## src/rtl/uart_mon_pkg.sv

```systemverilog
// Shared types and helpers for the UART pattern monitor.
// Holds the verdict state encoding and the ASCII case-folding helpers.
package uart_mon_pkg;

   localparam int MAX_PAT_LEN = 8;

   typedef enum logic [1:0] {
      MON  = 2'd0,
      PASS = 2'd1,
      FAIL = 2'd2,
      TOUT = 2'd3
   } mon_state_e;

   function automatic logic [7:0] to_upper_byte(input logic [7:0] b);
      logic [7:0] r;
      if ((b >= 8'h61) && (b <= 8'h7A)) begin
         r = b - 8'h20;
      end else begin
         r = b;
      end
      return r;
   endfunction

   // Unused upper bytes are zero, which folds to zero, so narrower patterns fold correctly.
   function automatic logic [MAX_PAT_LEN*8-1:0] fold_bytes(input logic [MAX_PAT_LEN*8-1:0] v);
      logic [MAX_PAT_LEN*8-1:0] r;
      r = '0;
      for (int i = 0; i < MAX_PAT_LEN; i++) begin
         r[i*8 +: 8] = to_upper_byte(v[i*8 +: 8]);
      end
      return r;
   endfunction

endpackage

```

## src/rtl/uart_byte_window.sv

```systemverilog
// Sliding window of the last PAT_LEN bytes, newest byte in the LSByte.
// The full flag saturates once PAT_LEN bytes have been shifted in since reset or clear.
module uart_byte_window #(
   parameter int PAT_LEN = 4
) (
   input  logic               clk,
   input  logic               rst,
   input  logic               clr,
   input  logic               shift,
   input  logic [7:0]         data,
   output logic [PAT_LEN*8-1:0] window,
   output logic               full
);

   localparam int FILL_W = $clog2(PAT_LEN + 1);
   localparam logic [FILL_W-1:0] FILL_MAX = FILL_W'(PAT_LEN);

   logic [PAT_LEN*8-1:0] window_r;
   logic [PAT_LEN*8-1:0] next_win_s;
   logic [FILL_W-1:0]    fill_r;

   generate
      if (PAT_LEN == 1) begin : g_single
         assign next_win_s = data;
      end else begin : g_multi
         assign next_win_s = {window_r[(PAT_LEN-1)*8-1:0], data};
      end
   endgenerate

   // Shift register and saturating fill counter
   always_ff @(posedge clk) begin
      if (rst || clr) begin
         window_r <= '0;
         fill_r   <= '0;
      end else if (shift) begin
         window_r <= next_win_s;
         if (fill_r != FILL_MAX) begin
            fill_r <= fill_r + FILL_W'(1);
         end
      end
   end

   assign window = window_r;
   assign full   = (fill_r == FILL_MAX);

endmodule

```

## src/rtl/uart_pattern_mon.sv

```systemverilog
// UART TX stream monitor: matches the last PAT_LEN bytes against PASS/FAIL strings
// and runs an idle watchdog; verdicts are sticky until rst or clr.
module uart_pattern_mon
   import uart_mon_pkg::*;
#(
   parameter int                  PAT_LEN     = 4,
   parameter logic [PAT_LEN*8-1:0] PASS_PAT    = "PASS",
   parameter logic [PAT_LEN*8-1:0] FAIL_PAT    = "FAIL",
   parameter int                  TIMEOUT_CYC = 0,
   parameter int                  CASE_INSENS = 0,
   parameter int                  CNT_W       = 32
) (
   input  logic             clk,
   input  logic             rst,
   input  logic             en,
   input  logic             clr,
   input  logic             valid_1,
   input  logic             valid_2,
   input  logic [7:0]       data,
   output logic             pass,
   output logic             fail,
   output logic             timeout,
   output logic             done,
   output logic [CNT_W-1:0] byte_cnt
);

   localparam int CMP_W = MAX_PAT_LEN * 8;
   localparam logic [CMP_W-1:0] PASS_EXT  = CMP_W'(PASS_PAT);
   localparam logic [CMP_W-1:0] FAIL_EXT  = CMP_W'(FAIL_PAT);
   localparam logic [CNT_W-1:0] IDLE_LAST = CNT_W'((TIMEOUT_CYC > 0) ? (TIMEOUT_CYC - 1) : 0);

   mon_state_e state_r;
   logic             pass_r;
   logic             fail_r;
   logic             timeout_r;
   logic             done_r;
   logic [CNT_W-1:0] byte_cnt_r;
   logic [CNT_W-1:0] idle_r;

   logic [PAT_LEN*8-1:0] window_s;
   logic                 full_s;
   logic                 accept_s;
   logic                 match_pass_s;
   logic                 match_fail_s;
   logic                 idle_hit_s;
   logic [CMP_W-1:0]     win_cmp_s;
   logic [CMP_W-1:0]     pass_cmp_s;
   logic [CMP_W-1:0]     fail_cmp_s;

   assign accept_s = en & valid_1 & valid_2 & (state_r == MON) & ~clr;

   uart_byte_window #(
      .PAT_LEN (PAT_LEN)
   ) u_window (
      .clk    (clk),
      .rst    (rst),
      .clr    (clr),
      .shift  (accept_s),
      .data   (data),
      .window (window_s),
      .full   (full_s)
   );

   // Optional case folding of window and patterns ahead of the compare
   always_comb begin
      win_cmp_s  = CMP_W'(window_s);
      pass_cmp_s = PASS_EXT;
      fail_cmp_s = FAIL_EXT;
      if (CASE_INSENS != 0) begin
         win_cmp_s  = fold_bytes(CMP_W'(window_s));
         pass_cmp_s = fold_bytes(PASS_EXT);
         fail_cmp_s = fold_bytes(FAIL_EXT);
      end else begin
         win_cmp_s  = CMP_W'(window_s);
         pass_cmp_s = PASS_EXT;
         fail_cmp_s = FAIL_EXT;
      end
   end

   // The full gate keeps the zero-initialised window from matching a NUL pattern.
   assign match_pass_s = full_s & (win_cmp_s == pass_cmp_s);
   assign match_fail_s = full_s & (win_cmp_s == fail_cmp_s);
   assign idle_hit_s   = (TIMEOUT_CYC != 0) & (idle_r == IDLE_LAST) & ~accept_s & en;

   // Verdict FSM with byte and idle counters; all outputs registered
   always_ff @(posedge clk) begin
      if (rst || clr) begin
         state_r    <= MON;
         pass_r     <= 1'b0;
         fail_r     <= 1'b0;
         timeout_r  <= 1'b0;
         done_r     <= 1'b0;
         byte_cnt_r <= '0;
         idle_r     <= '0;
      end else begin
         done_r <= 1'b0;
         case (state_r)
            MON: begin
               if (accept_s) begin
                  byte_cnt_r <= byte_cnt_r + CNT_W'(1);
                  idle_r     <= '0;
               end else if (en && (idle_r != {CNT_W{1'b1}})) begin
                  idle_r <= idle_r + CNT_W'(1);
               end
               if (match_fail_s) begin
                  state_r <= FAIL;
                  fail_r  <= 1'b1;
                  done_r  <= 1'b1;
               end else if (match_pass_s) begin
                  state_r <= PASS;
                  pass_r  <= 1'b1;
                  done_r  <= 1'b1;
               end else if (idle_hit_s) begin
                  state_r   <= TOUT;
                  timeout_r <= 1'b1;
                  done_r    <= 1'b1;
               end
            end
            PASS, FAIL, TOUT: begin
               state_r <= state_r;
            end
            default: begin
               state_r   <= MON;
               pass_r    <= 1'b0;
               fail_r    <= 1'b0;
               timeout_r <= 1'b0;
            end
         endcase
      end
   end

   assign pass     = pass_r;
   assign fail     = fail_r;
   assign timeout  = timeout_r;
   assign done     = done_r;
   assign byte_cnt = byte_cnt_r;

endmodule
```

## config.mk

```make
export PLATFORM = sky130hd
export DESIGN_NAME = uart_pattern_mon
export DESIGN_NICKNAME = d
export VERILOG_FILES = /design/src/rtl/uart_mon_pkg.sv /design/src/rtl/uart_byte_window.sv /design/src/rtl/uart_pattern_mon.sv
export SDC_FILE = /design/constraint.sdc
export NUM_CORES = 1
export LEC_CHECK = 0
export CAP_MARGIN = 25
export CORE_ASPECT_RATIO = 0.5
export CORE_MARGIN = 4
export CORE_UTILIZATION = 60
export CTS_BUF_LIST = sky130_fd_sc_hd__clkbuf_8
export DETAILED_ROUTE_END_ITERATION = 6
export PLACE_DENSITY = 0.88
export SLEW_MARGIN = 40
export SYNTH_ARGS = -nofsm -noshare
export SYNTH_HDL_FRONTEND = slang
export SYNTH_SLANG_ARGS = --single-unit
```

## constraint.sdc

```tcl
create_clock -name clk -period 3.9 [get_ports clk]
set_clock_uncertainty 0.1 [all_clocks]
set_input_delay 0.78 -clock clk [delete_from_list [all_inputs] [get_ports clk]]
set_output_delay 0.78 -clock clk [all_outputs]
set_load 0.005 [all_outputs]
```

# Word-level counts from Yosys, hierarchy flattened
# Cells that the tools add are included.
[word_totals]
wordCells = 41
reg_bits = 72
[classes]
reduce_logical = 9
bitwise_logic = 10
muxes = 5
n_eq_ne = 8
addsub = 2
[op_table]
columns = ["operator", "n"]
rows = [
  ["== test 32 x 31 -> 1 bit (second input constant)", 2],
  ["adder 32 x 1 -> 32 bit (second input constant)", 1],
  ["AND reduction 2 bit", 4],
  ["bitwise AND 1 bit", 6],
  ["2-to-1 mux 2 bit", 3],
  ["!= test 3 bit (second input constant)", 2],
  ["== test 2 bit (second input constant)", 2],
  ["inverter 1 bit", 4],
  ["adder 3 x 1 -> 3 bit (second input constant)", 1],
  ["== test 3 bit (second input constant)", 1],
  ["AND reduction 3 bit", 1],
  ["OR reduction 3 bit", 1],
  ["== test 2 x 1 -> 1 bit (second input constant)", 1],
  ["logical NOT 2 bit", 1],
  ["2-to-1 mux 1 bit", 2],
  ["OR reduction 2 bit", 1],
  ["logical OR 1 bit", 1],
]

# Logic depth before layout (Yosys ltp)
[depth]
word_depth = 5
mapped_depth = 6

# Modules after synthesis
# A second synthesis with hierarchy kept.
[hier_totals]
hier_cells = 342
area_unflattened_um2 = 3263.1
[by_module_without_submodules]
columns = ["mod", "n_inst", "area_each_um2", "cells_each"]
rows = [
  ["uart_pattern_mon", 1, 1915.6, 219],
  ["uart_byte_window", 1, 1347.5, 123],
]

# Worst setup path after synthesis
# Ideal clock, no wire load.
[synth_path]
path_kind = "input -> register"
from = "input port clr"
to = "register byte_cnt_r[21], in the netlist byte_cnt[21]"
arrival_time_ns = 2.076
stages = 6
path_slack_ns = 1.591
required_time_ns = 3.668
path_buffers = 2
path_cell_list = "nand4b_4 -> or4_4 -> buf_6 -> buf_2 -> o31ai_1 -> a21oi_1"
[synth_between]
elab_chain_len = 3
word_cells_on_any_way = 4
cone_classes = "bitwise (2); reduce/logical (2)"
[synth_lines]
columns = ["item", "line_no", "rtl"]
rows = [
  ["start, declared", "uart_pattern_mon.sv:16", "input logic clr,"],
  ["inverter 1 bit", "uart_pattern_mon.sv:50", "assign accept_s = en & valid_1 & valid_2 & (state_r == MON) & ~clr;"],
  ["bitwise AND 1 bit", "uart_pattern_mon.sv:50", ""],
  ["AND reduction 2 bit (no line)", "--", ""],
  ["end signal, assigned", "uart_pattern_mon.sv:100", "byte_cnt_r <= byte_cnt_r + CNT_W'(1);"],
  ["end, declared", "uart_pattern_mon.sv:37", "logic [CNT_W-1:0] byte_cnt_r;"],
]
# Several ways; a longest one is shown, not always the timed one.
# A chain may end at the register's enable or synchronous reset.

# Worst setup path in the final report
# Same ends and word-level chain as after synthesis.

==> flow_summary.json <==
{
  "setup_tns_ns": 0,
  "path_class": "primary input to flop",
  "die-height_um": 59.4,
  "p_comb_frac": 0.029,
  "num_rows": 18,
  "cts-root-buf": "clkbuf_8",
  "synth_flop_cell": "dfxtp_1",
  "yosys.area.top_type": "dfxtp_1",
  "p_switching_mw": 0.307,
  "synth_cells": 381,
  "synth.net_count": 398,
  "coreArea_mm2": 0.00502,
  "htree_levels": 3,
  "synth.area.top_cells": "dfxtp_1 46%, nand2_1 10%, a21oi_1 8.1%, o31ai_1 2.8%, or4_1 2.8%",
  "yosysTopAreaCellShare": 0.455,
  "max_freq_ghz": 0.359,
  "ir_drop_mv": 0.231,
  "cp-start-kind": "primary input",
  "diodes": 0,
  "rsz0062_at_grt": "false",
  "status": "finished, final reports clean",
  "tightest_slew_ns": 0.663,
  "fin_crit_ns": 2.79,
  "vias": 2963,
  "pin_count": 50,
  "synthArstFlopShare": 0,
  "ys_warn_count": 0,
  "dieWidth_um": 111,
  "start_util": 0.630,
  "cp.required_ns": 4.07,
  "holdWs_ns": 0.361,
  "cts_tree": "done",
  "path_delay_family": "simple AND/OR/NAND/NOR gates",
  "insertion_delay_ns": 0.35,
  "routed_wl_um": 7340,
  "cts_resized": 0,
  "critPathCaptureType": "flop",
  "via_per_inst": 6.01,
  "p_per_area_mw_per_mm2": 381,
  "nFillCells": 342,
  "ys_seq_area_frac": 0.455,
  "layout-drive-gt1-share": 0.0662,
  "crit_chain": "clkdlybuf4s50_1, nand4b_4, or4_4, or4_1, a21oi_1",
  "synth_edf_count": 0,
  "synth_seq_cells": 72,
  "cts.sinks": 72,
  "slew-limit-headroom": 0.558,
  "dr.pass1.iters": 7,
  "crit_fanout": 23,
  "path_clk_slew_ns": 0.07,
  "cts_buffers": 9,
  "final_nets": 435,
  "drv_cap": 0,
  "clockBufferDepth": 2,
  "synth.most_common_cell": "nand2_1",
  "grt_pass1_vias": 2693,
  "critical-path-slowest-cell": "or4_4",
  "cp_data_arrival_time_ns": 2.96,
  "place_area_mm2": 0.00365,
  "grt_overflow_total": 0,
  "grt_max_degree": 61,
  "hp-class": "flop to flop",
  "wl_per_cell_um": 14.9,
  "clockPowerShare": 0.476,
  "p_int_mw": 1.18,
  "drt_first_iter_violations": 178,
  "cts_setup_buffers": 0,
  "final_core_util": 0.776,
  "critPathMaxStageDelay_ns": 0.68,
  "antenna_left": 0,
  "gp_congestion": 0.825,
  "synth_commonest_cells": "87 x nand2_1, 72 x dfxtp_1, 51 x a21oi_1, 19 x clkbuf_1, 13 x nor2_1",
  "setup_viol": 0,
  "min_period_over_period": 0.714,
  "avgSynthCellArea_um2": 8.31,
  "postLayoutCellArea_mm2": 0.00390,
  "die_area_mm2": 0.00657,
  "pwr-share-seq": 0.495,
  "ys_types": 40,
  "swShare": 0.207,
  "grtUsageTotal": 0.231,
  "hold_viol_final": 0,
  "antenna_found_initial": 0,
  "numPortBuffers": 48,
  "power.leakage_nw": 1.19,
  "place_hpwl_um": 4860,
  "grt_pass1_wl_um": 12300,
  "setup_ws_ns": 1.11,
  "path_buf_inv": 1,
  "netlist_area_mm2": 0.00317,
  "cts.hold.buffers_added": 0,
  "area_growth_pct": 23.1,
  "slew_violations": 0,
  "post-route-drc-count": 0,
  "pre_cts_slack_ns": 0.792
}
-- through the flow --
| step | power, mW | cells |
|---|---|---|
| after floorplan | 0.776 | 381 |
| after global placement | 0.795 | 477 |
| after detailed placement | 0.796 | 477 |
| after CTS | 1.49 | 493 |
| after global routing | 1.54 | 493 |
| final | 1.49 | 493 |
-- worst min-delay path, delay by kind of cell, from the launching register on --
family             cells  cell delay [ns]
AOI/OAI and AO/OA      1             0.05
DFF                    1             0.31
and+or+nand+nor        1             0.05
-- layout make-up --
cell class                      instances  area, um^2  share of cell area
Tap cell                               70        87.6              0.0225
Timing Repair Buffer                   50         495               0.127
Inverter                                6        22.5             0.00578
Multi-Input combinational cell        279        1610               0.412
Clock buffer                            9         124              0.0318
Clock inverter                          7         120              0.0308
Sequential cell                        72        1440               0.370
-- flip-flops by register name, summed over array words and instances (netlist names) --
name             count
byte_cnt            32
u_window.window     32
u_window.fill_r      3
state_r              2
done                 1
fail                 1
pass                 1
-- cells in the final DEF (no fill, tap or decap), types with 6 or more instances in the layout --
master           Yosys  layout
clkbuf_8             0       9
dfxtp_1             72      72
nand2_1             87      87
mux2i_1              7       7
and3_1               6       6
nor4_1               8       8
o31ai_1             12      12
nor4bb_1             6       6
nand4_1             10      10
inv_1                6       6
a21oi_1             51      51
or3_1               10      10
nand3_1             12      12
clkdlybuf4s50_1      0      48
o21a_1               7       7
or4_1               12      12
nor2_1              13      11
-- path summary, 6_finish.rpt --
path	start	to	slack (ns)	depth (start not counted)
setup / recovery	clr	byte_cnt[21]$_SDFFE_PP0P_	1.11	5
hold / removal	u_window.window[24]$_SDFFE_PP0N_	u_window.window[24]$_SDFFE_PP0N_	0.36	2
setup reg to reg	byte_cnt[3]$_SDFFE_PP0P_	byte_cnt[21]$_SDFFE_PP0P_	1.29	4
hold reg to reg	u_window.window[24]$_SDFFE_PP0N_	u_window.window[24]$_SDFFE_PP0N_	0.36	2
-- cells by family after synthesis --
kind of cell / count (synthesis) / synth area share
adder cells (fa/ha/maj): 3 / 0.0119
buffers and inverters: 30 / 0.0395
flip-flops: 72 / 0.455
XOR/XNOR: 7 / 0.0194
AO/OA/AOI/OAI: 76 / 0.138
AND/OR/NAND/NOR: 185 / 0.313
other: 1 / 0.00118
multiplexers: 7 / 0.0221
-- layer usage --
layer / up-vias / GRT usage / part of all wire
met3: 25 / 0.0765 / 0.066
li1: 1438 / - / -
met2: 109 / 0.401 / 0.48
met1: 1391 / 0.272 / 0.43
met5: - / 0 / 0
met4: 0 / 0.0947 / 0.027
-- power by group through the flow --
stage	Clock [mW]	Combinational (mW)	Sequential, mW
2_1_floorplan	0	0.0228	0.753
3_3_place_gp	0	0.0410	0.754
3_5_place_dp	0	0.0421	0.754
4_1_cts	0.715	0.0423	0.736
5_1_grt	0.753	0.0467	0.736
6_report	0.707	0.0426	0.736
Note: power is estimated with default switching activity, not from simulation.
==> RTL change, RTL diff (same flow settings) <==
`CNT_W`: 32 -> 64.
--- a/src/rtl/uart_pattern_mon.sv
+++ b/src/rtl/uart_pattern_mon.sv
@@ -8,7 +8,7 @@
    parameter logic [PAT_LEN*8-1:0] FAIL_PAT    = "FAIL",
    parameter int                  TIMEOUT_CYC = 0,
    parameter int                  CASE_INSENS = 0,
-   parameter int                  CNT_W       = 32
+   parameter int                  CNT_W       = 64
 ) (
    input  logic             clk,
    input  logic             rst,
Ports: changed (resized byte_cnt); port bits go from 50 to 82. No check against the original RTL was run, so the function may have changed too.
==> RTL change against the original RTL <==
Final area up 46%. Synthesized cell count up 48%. Setup slack worse by 0.35 ns. Highest routed layer unchanged. Wire length up 54%. Synthesized area up 45%. Non-clock buffer count up 35. Core utilization down 0.67 points. Total power up 25%. Sequential cell count up 32. Via count up 46%.
==> RTL change: results (changes against the original RTL) <==
Outcome
  • Status: finished, final reports clean (unchanged)

Route
  • Vias after detailed routing: 4333 (was 2963)
  • Average wire length per cell after detail routing: 15.4 um (was 14.9 um)
  • Violation count after the first detailed-route iteration: 373 (was 178)
  • Routed wire length on met3: 546 um (was 486 um)
  • Initial DRT Pass Iterations: 5 (was 7)
  • Routed wire length on met2: 5540 um (was 3500 um)
  • Total detailed-routing wirelength: 11300 um (was 7340 um)
  • Detailed-routing wirelength on met1: 4980 um (was 3150 um)

Power and ir drop
  • Net switching component of the power: 400 uW (was 307 uW)
  • Leakage power: 0.00173 uW (was 0.00119 uW)
  • IR drop worst, VDD: 226 uV (was 231 uV)

Logic synthesis
  • Synth Net Count: 579 (was 398)
  • Cells after synthesis: 562 (was 381)
  • Most numerous cell types in the synthesized netlist: sky130_fd_sc_hd__dfxtp_1, sky130_fd_sc_hd__nand2_1, sky130_fd_sc_hd__a21oi_1 (was sky130_fd_sc_hd__nand2_1, sky130_fd_sc_hd__dfxtp_1, sky130_fd_sc_hd__a21oi_1)
  • Sequential element share of the synthesized area: 45.2% (was 45.5%)
  • Dominant cells by area after synthesis: sky130_fd_sc_hd__dfxtp_1, sky130_fd_sc_hd__nand2_1, sky130_fd_sc_hd__a21oi_1 (unchanged)
  • Number of distinct library cells after synthesis: 41 (was 40)
  • Total number of yosys warnings: 0 (unchanged)

Placement
  • Number of cells in the design after placement: 719 (was 477)
  • Count of input and output buffers: 80 (was 48)
  • Cell area after placement: 5470 um2 (was 3650 um2)
  • HPWL after DPL: 7660 um (was 4860 um)
  • RePlAce Congestion: 0.825 (about the same)

Timing
  • Measured slew at the worst slew-check pin: 0.715 ns (was 0.663 ns)

Critical path
  • Start of the worst register-to-register path: byte_cnt[20]$_SDFFE_PP0P_ (was byte_cnt[3]$_SDFFE_PP0P_)
  • Arrival time worst endpoint: 3.35 ns (was 2.96 ns)
  • Depth of the worst register-to-register path: 5 (was 4)
  • Minimum setup slack among reg-to-reg paths: 1.17 ns (was 1.29 ns)
  • CP Max Fanout: 14 (was 23)
  • Endpoint of the worst-slack reg-to-reg timing path: byte_cnt[49]$_SDFFE_PP0P_ (was byte_cnt[21]$_SDFFE_PP0P_)

Clock tree
  • Insertion delay of the later-clocked pin in the worst-skew pair: 0.38 ns (was 0.35 ns)
  • Number of gates resized after CTS: 0 (unchanged)
  • CTS clk-pin slew, worst paths: 0.10 ns (was 0.07 ns)

Final layout
  • Final nets: 651 (was 435)
  • Fraction of final layout cells sized beyond drive strength 1: 5.49% (was 6.62%)
  • Flip-flop count of the largest register, all copies and words added: 64

GRT
  • Maximum number of pins on one net before global-route repair: 58 (was 61)
  • Global-route wire length before repair: 18800 um (was 12300 um)
  • Number of global-route vias before repair: 3970 (was 2693)
  • GRT Overall Usage: 24.3% (was 23.1%)
## RTL change: power by group through the flow
stage,clock network [uW],registers (uW),logic [uW]
4_1_cts,757,1060,44.2
3_5_place_dp,0,1090,44.2
2_1_floorplan,0,1090,24.3
5_1_grt,795,1060,48.3
3_3_place_gp,0,1090,43.5
6_report,753,1060,44.0
## RTL change: cell families after synthesis
| group | share of synthesized area [%] |
|---|---|
| xor+xnor | 6.47 |
| flops | 45.2 |
| other cells | 0.0814 |
| simple gates | 32.9 |
| compound gates | 11.0 |
| fa+ha+maj | 0.815 |
| buf+inv | 3.29 |
| mux | 0.217 |
## RTL change: worst max-delay path, cell delays in order
cell	delay, ns
sky130_fd_sc_hd__clkdlybuf4s50_1	0.44
sky130_fd_sc_hd__nand4b_1	0.29
sky130_fd_sc_hd__nor3_2	0.44
sky130_fd_sc_hd__nand4_1	0.59
sky130_fd_sc_hd__or4_1	0.65
sky130_fd_sc_hd__a21oi_1	0.15
## RTL change: layer usage
layer / GRT usage (%) / vias up
met1: 30.3 / 2051
met5: 0 / -
met2: 41.7 / 125
met4: 8.27 / 0
met3: 5.47 / 27
li1: - / 2130
## RTL change: worst max-delay path by stage
stage,start,end,slack [ns],depth (start not counted)
6_report,clr,byte_cnt[49]$_SDFFE_PP0P_,0.77,6
5_1_grt,clr,byte_cnt[49]$_SDFFE_PP0P_,0.62,6
2_1_floorplan,clr,byte_cnt[42]$_SDFFE_PP0P_,1.48,8
3_5_place_dp,clr,byte_cnt[49]$_SDFFE_PP0P_,0.51,6
3_3_place_gp,clr,byte_cnt[49]$_SDFFE_PP0P_,0.62,6
4_1_cts,clr,byte_cnt[49]$_SDFFE_PP0P_,0.82,6
## RTL change: stage by stage
step	worst slack [ns]	hold slack, ns	total power, uW
2_1_floorplan	1.48	0.336	1110
3_5_place_dp	0.510	0.352	1130
5_1_grt	0.623	0.393	1910
4_1_cts	0.822	0.368	1860
3_3_place_gp	0.625	0.343	1130
6_report	0.769	0.370	1860
## RTL change: cell type report
| cell class | instances | area (um2) |
|---|---|---|
| tap | 96 | 120 |
| multi-input combinational | 420 | 2380 |
| fill | 549 | 1710 |
| clock inverter | 5 | 86.3 |
| timing repair buffer | 85 | 838 |
| clock buffer | 10 | 138 |
| sequential | 104 | 2080 |
| inverter | 14 | 52.6 |
